**src/rtl/dmem_access_ctrl.sv**
```systemverilog
// Data-memory access sequencer for the MEM stage: arbitrates the CPU port and the
// loader port, drives the memory strobes for WAIT_CYCLES+1 cycles and stalls the pipeline.
module dmem_access_ctrl #(
  parameter int unsigned WAIT_CYCLES = 1,
  parameter int unsigned MAX_STARVE  = 4
) (
  input  logic        clk,
  input  logic        rst_n,
  input  logic        cpu_rd,
  input  logic        cpu_wr,
  input  logic [31:0] cpu_addr,
  input  logic [31:0] cpu_wdata,
  output logic        cpu_stall,
  output logic [31:0] cpu_rdata,
  output logic        cpu_done,
  output logic        cpu_align_err,
  input  logic        ld_req,
  input  logic        ld_wr,
  input  logic [31:0] ld_addr,
  input  logic [31:0] ld_wdata,
  output logic [31:0] ld_rdata,
  output logic        ld_done,
  output logic        mem_rd,
  output logic        mem_wr,
  output logic [31:0] mem_addr,
  output logic [31:0] mem_wdata,
  input  logic [31:0] mem_rdata
);

  localparam int SW = $clog2(MAX_STARVE + 1);

  typedef enum logic [1:0] {S_IDLE, S_ACCESS, S_DONE} state_e;
  typedef enum logic {OWN_CPU, OWN_LD} owner_e;

  state_e        state_q, state_d;
  owner_e        owner_q, owner_d;
  logic          wr_q, wr_d;
  logic          err_q, err_d;
  logic [31:0]   addr_q, addr_d;
  logic [31:0]   wdata_q, wdata_d;
  logic [3:0]    cnt_q, cnt_d;
  logic [SW-1:0] starve_q, starve_d;
  logic [31:0]   cpu_rdata_q, cpu_rdata_d;
  logic [31:0]   ld_rdata_q, ld_rdata_d;

  logic cpu_req, starve_full, grant_cpu, grant_ld;

  assign cpu_req     = cpu_rd | cpu_wr;
  assign starve_full = (starve_q == SW'(MAX_STARVE));
  assign grant_cpu   = cpu_req & ~(ld_req & starve_full);
  assign grant_ld    = ~grant_cpu & ld_req;

  always_comb begin
    state_d     = state_q;
    owner_d     = owner_q;
    wr_d        = wr_q;
    err_d       = err_q;
    addr_d      = addr_q;
    wdata_d     = wdata_q;
    cnt_d       = cnt_q;
    starve_d    = starve_q;
    cpu_rdata_d = cpu_rdata_q;
    ld_rdata_d  = ld_rdata_q;
    case (state_q)
      S_IDLE: begin
        if (!ld_req || grant_ld)           starve_d = '0;
        else if (grant_cpu && !starve_full) starve_d = starve_q + SW'(1);
        if (grant_cpu) begin
          state_d = S_ACCESS;
          owner_d = OWN_CPU;
          wr_d    = cpu_wr;
          addr_d  = cpu_addr;
          wdata_d = cpu_wdata;
          err_d   = |cpu_addr[1:0];
          cnt_d   = 4'(WAIT_CYCLES);
        end else if (grant_ld) begin
          state_d = S_ACCESS;
          owner_d = OWN_LD;
          wr_d    = ld_wr;
          addr_d  = ld_addr & ~32'h3;  // loader byte offset is ignored
          wdata_d = ld_wdata;
          err_d   = 1'b0;
          cnt_d   = 4'(WAIT_CYCLES);
        end
      end
      S_ACCESS: begin
        if (cnt_q == 4'd0) begin
          state_d = S_DONE;
          if (!err_q && !wr_q) begin
            if (owner_q == OWN_CPU) cpu_rdata_d = mem_rdata;
            else                    ld_rdata_d  = mem_rdata;
          end
        end else begin
          cnt_d = cnt_q - 4'd1;
        end
      end
      S_DONE:  state_d = S_IDLE;
      default: state_d = S_IDLE;
    endcase
  end

  always_ff @(posedge clk or negedge rst_n) begin
    if (!rst_n) begin
      state_q     <= S_IDLE;
      owner_q     <= OWN_CPU;
      wr_q        <= 1'b0;
      err_q       <= 1'b0;
      addr_q      <= '0;
      wdata_q     <= '0;
      cnt_q       <= '0;
      starve_q    <= '0;
      cpu_rdata_q <= '0;
      ld_rdata_q  <= '0;
    end else begin
      state_q     <= state_d;
      owner_q     <= owner_d;
      wr_q        <= wr_d;
      err_q       <= err_d;
      addr_q      <= addr_d;
      wdata_q     <= wdata_d;
      cnt_q       <= cnt_d;
      starve_q    <= starve_d;
      cpu_rdata_q <= cpu_rdata_d;
      ld_rdata_q  <= ld_rdata_d;
    end
  end

  // Strobes decode straight from state so an async reset drops them immediately.
  assign mem_rd        = (state_q == S_ACCESS) & ~wr_q & ~err_q;
  assign mem_wr        = (state_q == S_ACCESS) &  wr_q & ~err_q;
  assign mem_addr      = addr_q;
  assign mem_wdata     = wdata_q;
  assign cpu_done      = (state_q == S_DONE) & (owner_q == OWN_CPU);
  assign cpu_align_err = cpu_done & err_q;
  assign ld_done       = (state_q == S_DONE) & (owner_q == OWN_LD);
  assign cpu_stall     = cpu_req & ~cpu_done;
  assign cpu_rdata     = cpu_rdata_q;
  assign ld_rdata      = ld_rdata_q;

endmodule

```
**config.mk**
```make
export PLATFORM = sky130hd
export DESIGN_NAME = dmem_access_ctrl
export DESIGN_NICKNAME = d
export VERILOG_FILES = /design/src/rtl/dmem_access_ctrl.sv
export SDC_FILE = /design/constraint.sdc
export NUM_CORES = 1
export LEC_CHECK = 0
export BUFFER_PORTS_ARGS = -buffer_cell sky130_fd_sc_hd__buf_4
export CAP_MARGIN = 15
export CORE_MARGIN = 5
export CORE_UTILIZATION = 51
export DETAILED_ROUTE_END_ITERATION = 10
export GPL_ROUTABILITY_DRIVEN = 0
export PLACE_DENSITY = 0.84
export SETUP_SLACK_MARGIN = 0.02
export SYNTH_ARGS = -nofsm -noshare
export SYNTH_HDL_FRONTEND = slang
export SYNTH_SLANG_ARGS = --single-unit
```
**constraint.sdc**
```tcl
create_clock -name clk -period 5.55 [get_ports clk]
set_clock_uncertainty 0.2 [all_clocks]
set_input_delay 1.665 -clock clk [delete_from_list [all_inputs] [get_ports clk]]
set_output_delay 1.665 -clock clk [all_outputs]
set_load 0.01 [all_outputs]
```
==> flow_summary.json <==
{
  "via_per_inst": 5.89,
  "relSlewSlack_pct": 32.4,
  "cts-resized-gates": 0,
  "regToRegSetupSlack_ps": 2800,
  "syn_nets": 687,
  "synth-main-ff-cell": "dfrtp_1",
  "wl_met3_mm": 1.93,
  "arrival_ps": 2280,
  "finalSetupViolations": 0,
  "antenna_left": 0,
  "cts_max_path_buffers": 2,
  "yosys_warnings": 0,
  "rows": 42,
  "synth_edf_count": 0,
  "holdPathEnd": "mem_addr[1]$_DFFE_PN0P_",
  "layout_setup_ws_ps": 1410,
  "wl_per_cell_um": 21.5,
  "reg2reg_to": "cpu_rdata[3]$_DFFE_PN0P_",
  "startpoint_type": "input port",
  "h-tree-depth": 4,
  "dieArea_um2": 15600,
  "slowest_delay_ps": 250,
  "synth_area_per_cell_um2": 13.1,
  "antenna_found_initial": 0,
  "placed_area_um2": 8990,
  "peakVddDrop_v": 0.000265,
  "cp.required_ps": 3690,
  "vias": 5728,
  "ys_seq_area_share_pct": 51.9,
  "die_w_um": 125,
  "drc": 0,
  "cts_setup_buffers": 0,
  "finalSetupTns_ps": 0,
  "pre_cts_slack_ps": 1410,
  "grt.overflow.total": 0,
  "synthesis.area_um2": 6750,
  "numCtsBuffers": 17,
  "wl_met2_mm": 10.3,
  "hold_class": "reg -> reg",
  "min_path_cells": 1,
  "finalNetCount": 953,
  "synth-async-reset-ratio_pct": 100,
  "clk_pin_slew_ps": 60,
  "grt_usage_pct": 26.1,
  "status": "completed",
  "clockRootBuffer": "clkbuf_16",
  "coreArea_um2": 13100,
  "p_per_area_nw_per_um2": 579,
  "reg2regPathDepth": 5,
  "dp_hpwl_mm": 14.6,
  "critPathKind": "in -> out",
  "area_delta_synth_final_pct": 42.5,
  "critPathSlowestCell": "nor2_1",
  "final_util_pct": 73.5,
  "p_leak_nw": 4.42,
  "report.final.slew_viol_count": 0,
  "fmax_mhz": 241,
  "wirelength_met1_mm": 7.91,
  "dr.first_iter.drc_count": 363,
  "drt_wl_total_mm": 20.9,
  "worstHoldStart": "mem_addr[1]$_DFFE_PN0P_",
  "worst-path-buf-inv": 2,
  "period_share_pct": 74.7,
  "n_antenna_cell": 0,
  "io_pins": 300,
  "reg2reg_from": "cnt_q[0]$_DFFE_PN0P_",
  "syn_inst": 517,
  "stdcell_area_um2": 9620,
  "dr.pass1.iters": 5,
  "min_period_ps": 4140,
  "grt_pass1_wl_mm": 32.8,
  "maxUsedRoutingLayer": "met4",
  "yosys_register_bits": 140,
  "dp_cells": 940,
  "clk_latency_ps": 420,
  "maxCapViolCount": 0,
  "die_y_um": 125,
  "grt_max_degree": 113,
  "cp-end-kind": "output pin",
  "portBuffers": 297,
  "start_util_pct": 51.6,
  "cts.sink_count": 140,
  "ys_types": 41,
  "grt_pass1_vias": 5904,
  "crit_chain": "buf_4 -> nor2_1 -> nor2_1 -> buf_4",
  "grt_setup_unrepaired": "false",
  "layout-drive-gt1-share_pct": 51.6,
  "path_max_fanout": 5,
  "cts_tree": "done",
  "worstMarginPinSlew_ps": 1010,
  "final_cell_count_no_fill": 972,
  "final_hold_viol_count": 0,
  "ctsHoldBuffers": 0,
  "critical_path.top_delay_family": "simple AND/OR/NAND/NOR gates"
}
## synthesized netlist by cell type, types with 2 or more instances
library cell | n | area share, %
nand2_1 | 6 | 0.33
a21boi_0 | 62 | 6.9
nor3_1 | 3 | 0.22
a311o_1 | 62 | 9.2
clkbuf_1 | 36 | 2.0
buf_2 | 11 | 0.82
mux2_4 | 30 | 6.7
or2_1 | 2 | 0.19
mux2_2 | 36 | 6.0
nand2b_1 | 2 | 0.19
buf_1 | 2 | 0.11
dfrtp_1 | 140 | 52
nor2b_1 | 2 | 0.19
nor3b_1 | 2 | 0.22
nand4_1 | 2 | 0.19
ha_1 | 4 | 0.74
o22a_1 | 62 | 8.0
o21ai_0 | 5 | 0.37
nor2_1 | 8 | 0.44
inv_1 | 6 | 0.33
a21oi_1 | 4 | 0.30
a22o_1 | 4 | 0.52
buf_6 | 8 | 1.3
## state kept, by name, summed over array words and instances (netlist names)
name,flops
cnt_q,4
cpu_rdata,32
err_q,1
ld_rdata,32
mem_addr,32
mem_wdata,32
owner_q,1
starve_q,3
state_q,2
wr_q,1
## metal layers
metal  vias to the layer above  global-route usage (%)
met1                      2824                    31.6
met2                       302                    42.7
met4                         0                    10.5
li1                       2557                       -
met5                         -                       0
met3                        45                    9.30
## layout by cell type, fill, tap and decap left out, types with 3 or more instances in the layout
| cell type | count |
|---|---|
| mux2_2 | 36 |
| clkbuf_16 | 17 |
| a22o_1 | 4 |
| a21oi_1 | 4 |
| nand2_1 | 6 |
| ha_1 | 4 |
| dfrtp_1 | 140 |
| nor3_1 | 3 |
| inv_1 | 6 |
| mux2_4 | 30 |
| nor2_1 | 7 |
| o21ai_0 | 5 |
| a21boi_0 | 62 |
| inv_8 | 3 |
| buf_4 | 303 |
| inv_6 | 6 |
| a311o_1 | 62 |
| o22a_1 | 62 |
| bufinv_16 | 3 |
## worst max path at each step
stage,cells after the start,end,startpoint,slack [ps]
after detailed placement,4,cpu_stall,cpu_wr,1410
final,4,cpu_stall,cpu_wr,1410
after CTS,4,cpu_stall,cpu_wr,1410
after global placement,4,cpu_stall,cpu_wr,1440
after floorplan,2,cpu_stall,cpu_wr,1750
after global routing,4,cpu_stall,cpu_wr,1350
## where the power goes
part / switching [mW] / leakage (nW) / internal (mW)
registers: 0.349 / 1.61 / 1.54
clock network: 0.485 / 0.302 / 0.725
logic: 1.10 / 2.51 / 1.37
## metrics by stage
stage | hold slack, ps | power [mW]
6_report | 305 | 5.57
5_1_grt | 321 | 5.87
4_1_cts | 310 | 5.60
3_5_place_dp | 294 | 4.38
3_3_place_gp | 289 | 4.26
2_1_floorplan | 275 | 3.18
## cells by family after synthesis
logic type      after synthesis  share of synthesized area [%]
compound gates              204                           25.9
fa+ha+maj                     4                          0.742
buf+inv                      63                           4.60
simple gates                 39                           4.02
mux                          67                           12.8
flops                       140                           51.9
## layout make-up
cell class	count	area, um^2
Fill cell	863	3470
Timing Repair Buffer	304	2290
Clock buffer	17	425
Clock inverter	15	200
Tap cell	176	220
Inverter	6	22.5
Sequential cell	140	3500
Multi-Input combinational cell	314	2960
Note: power is estimated with default switching activity, not from simulation.
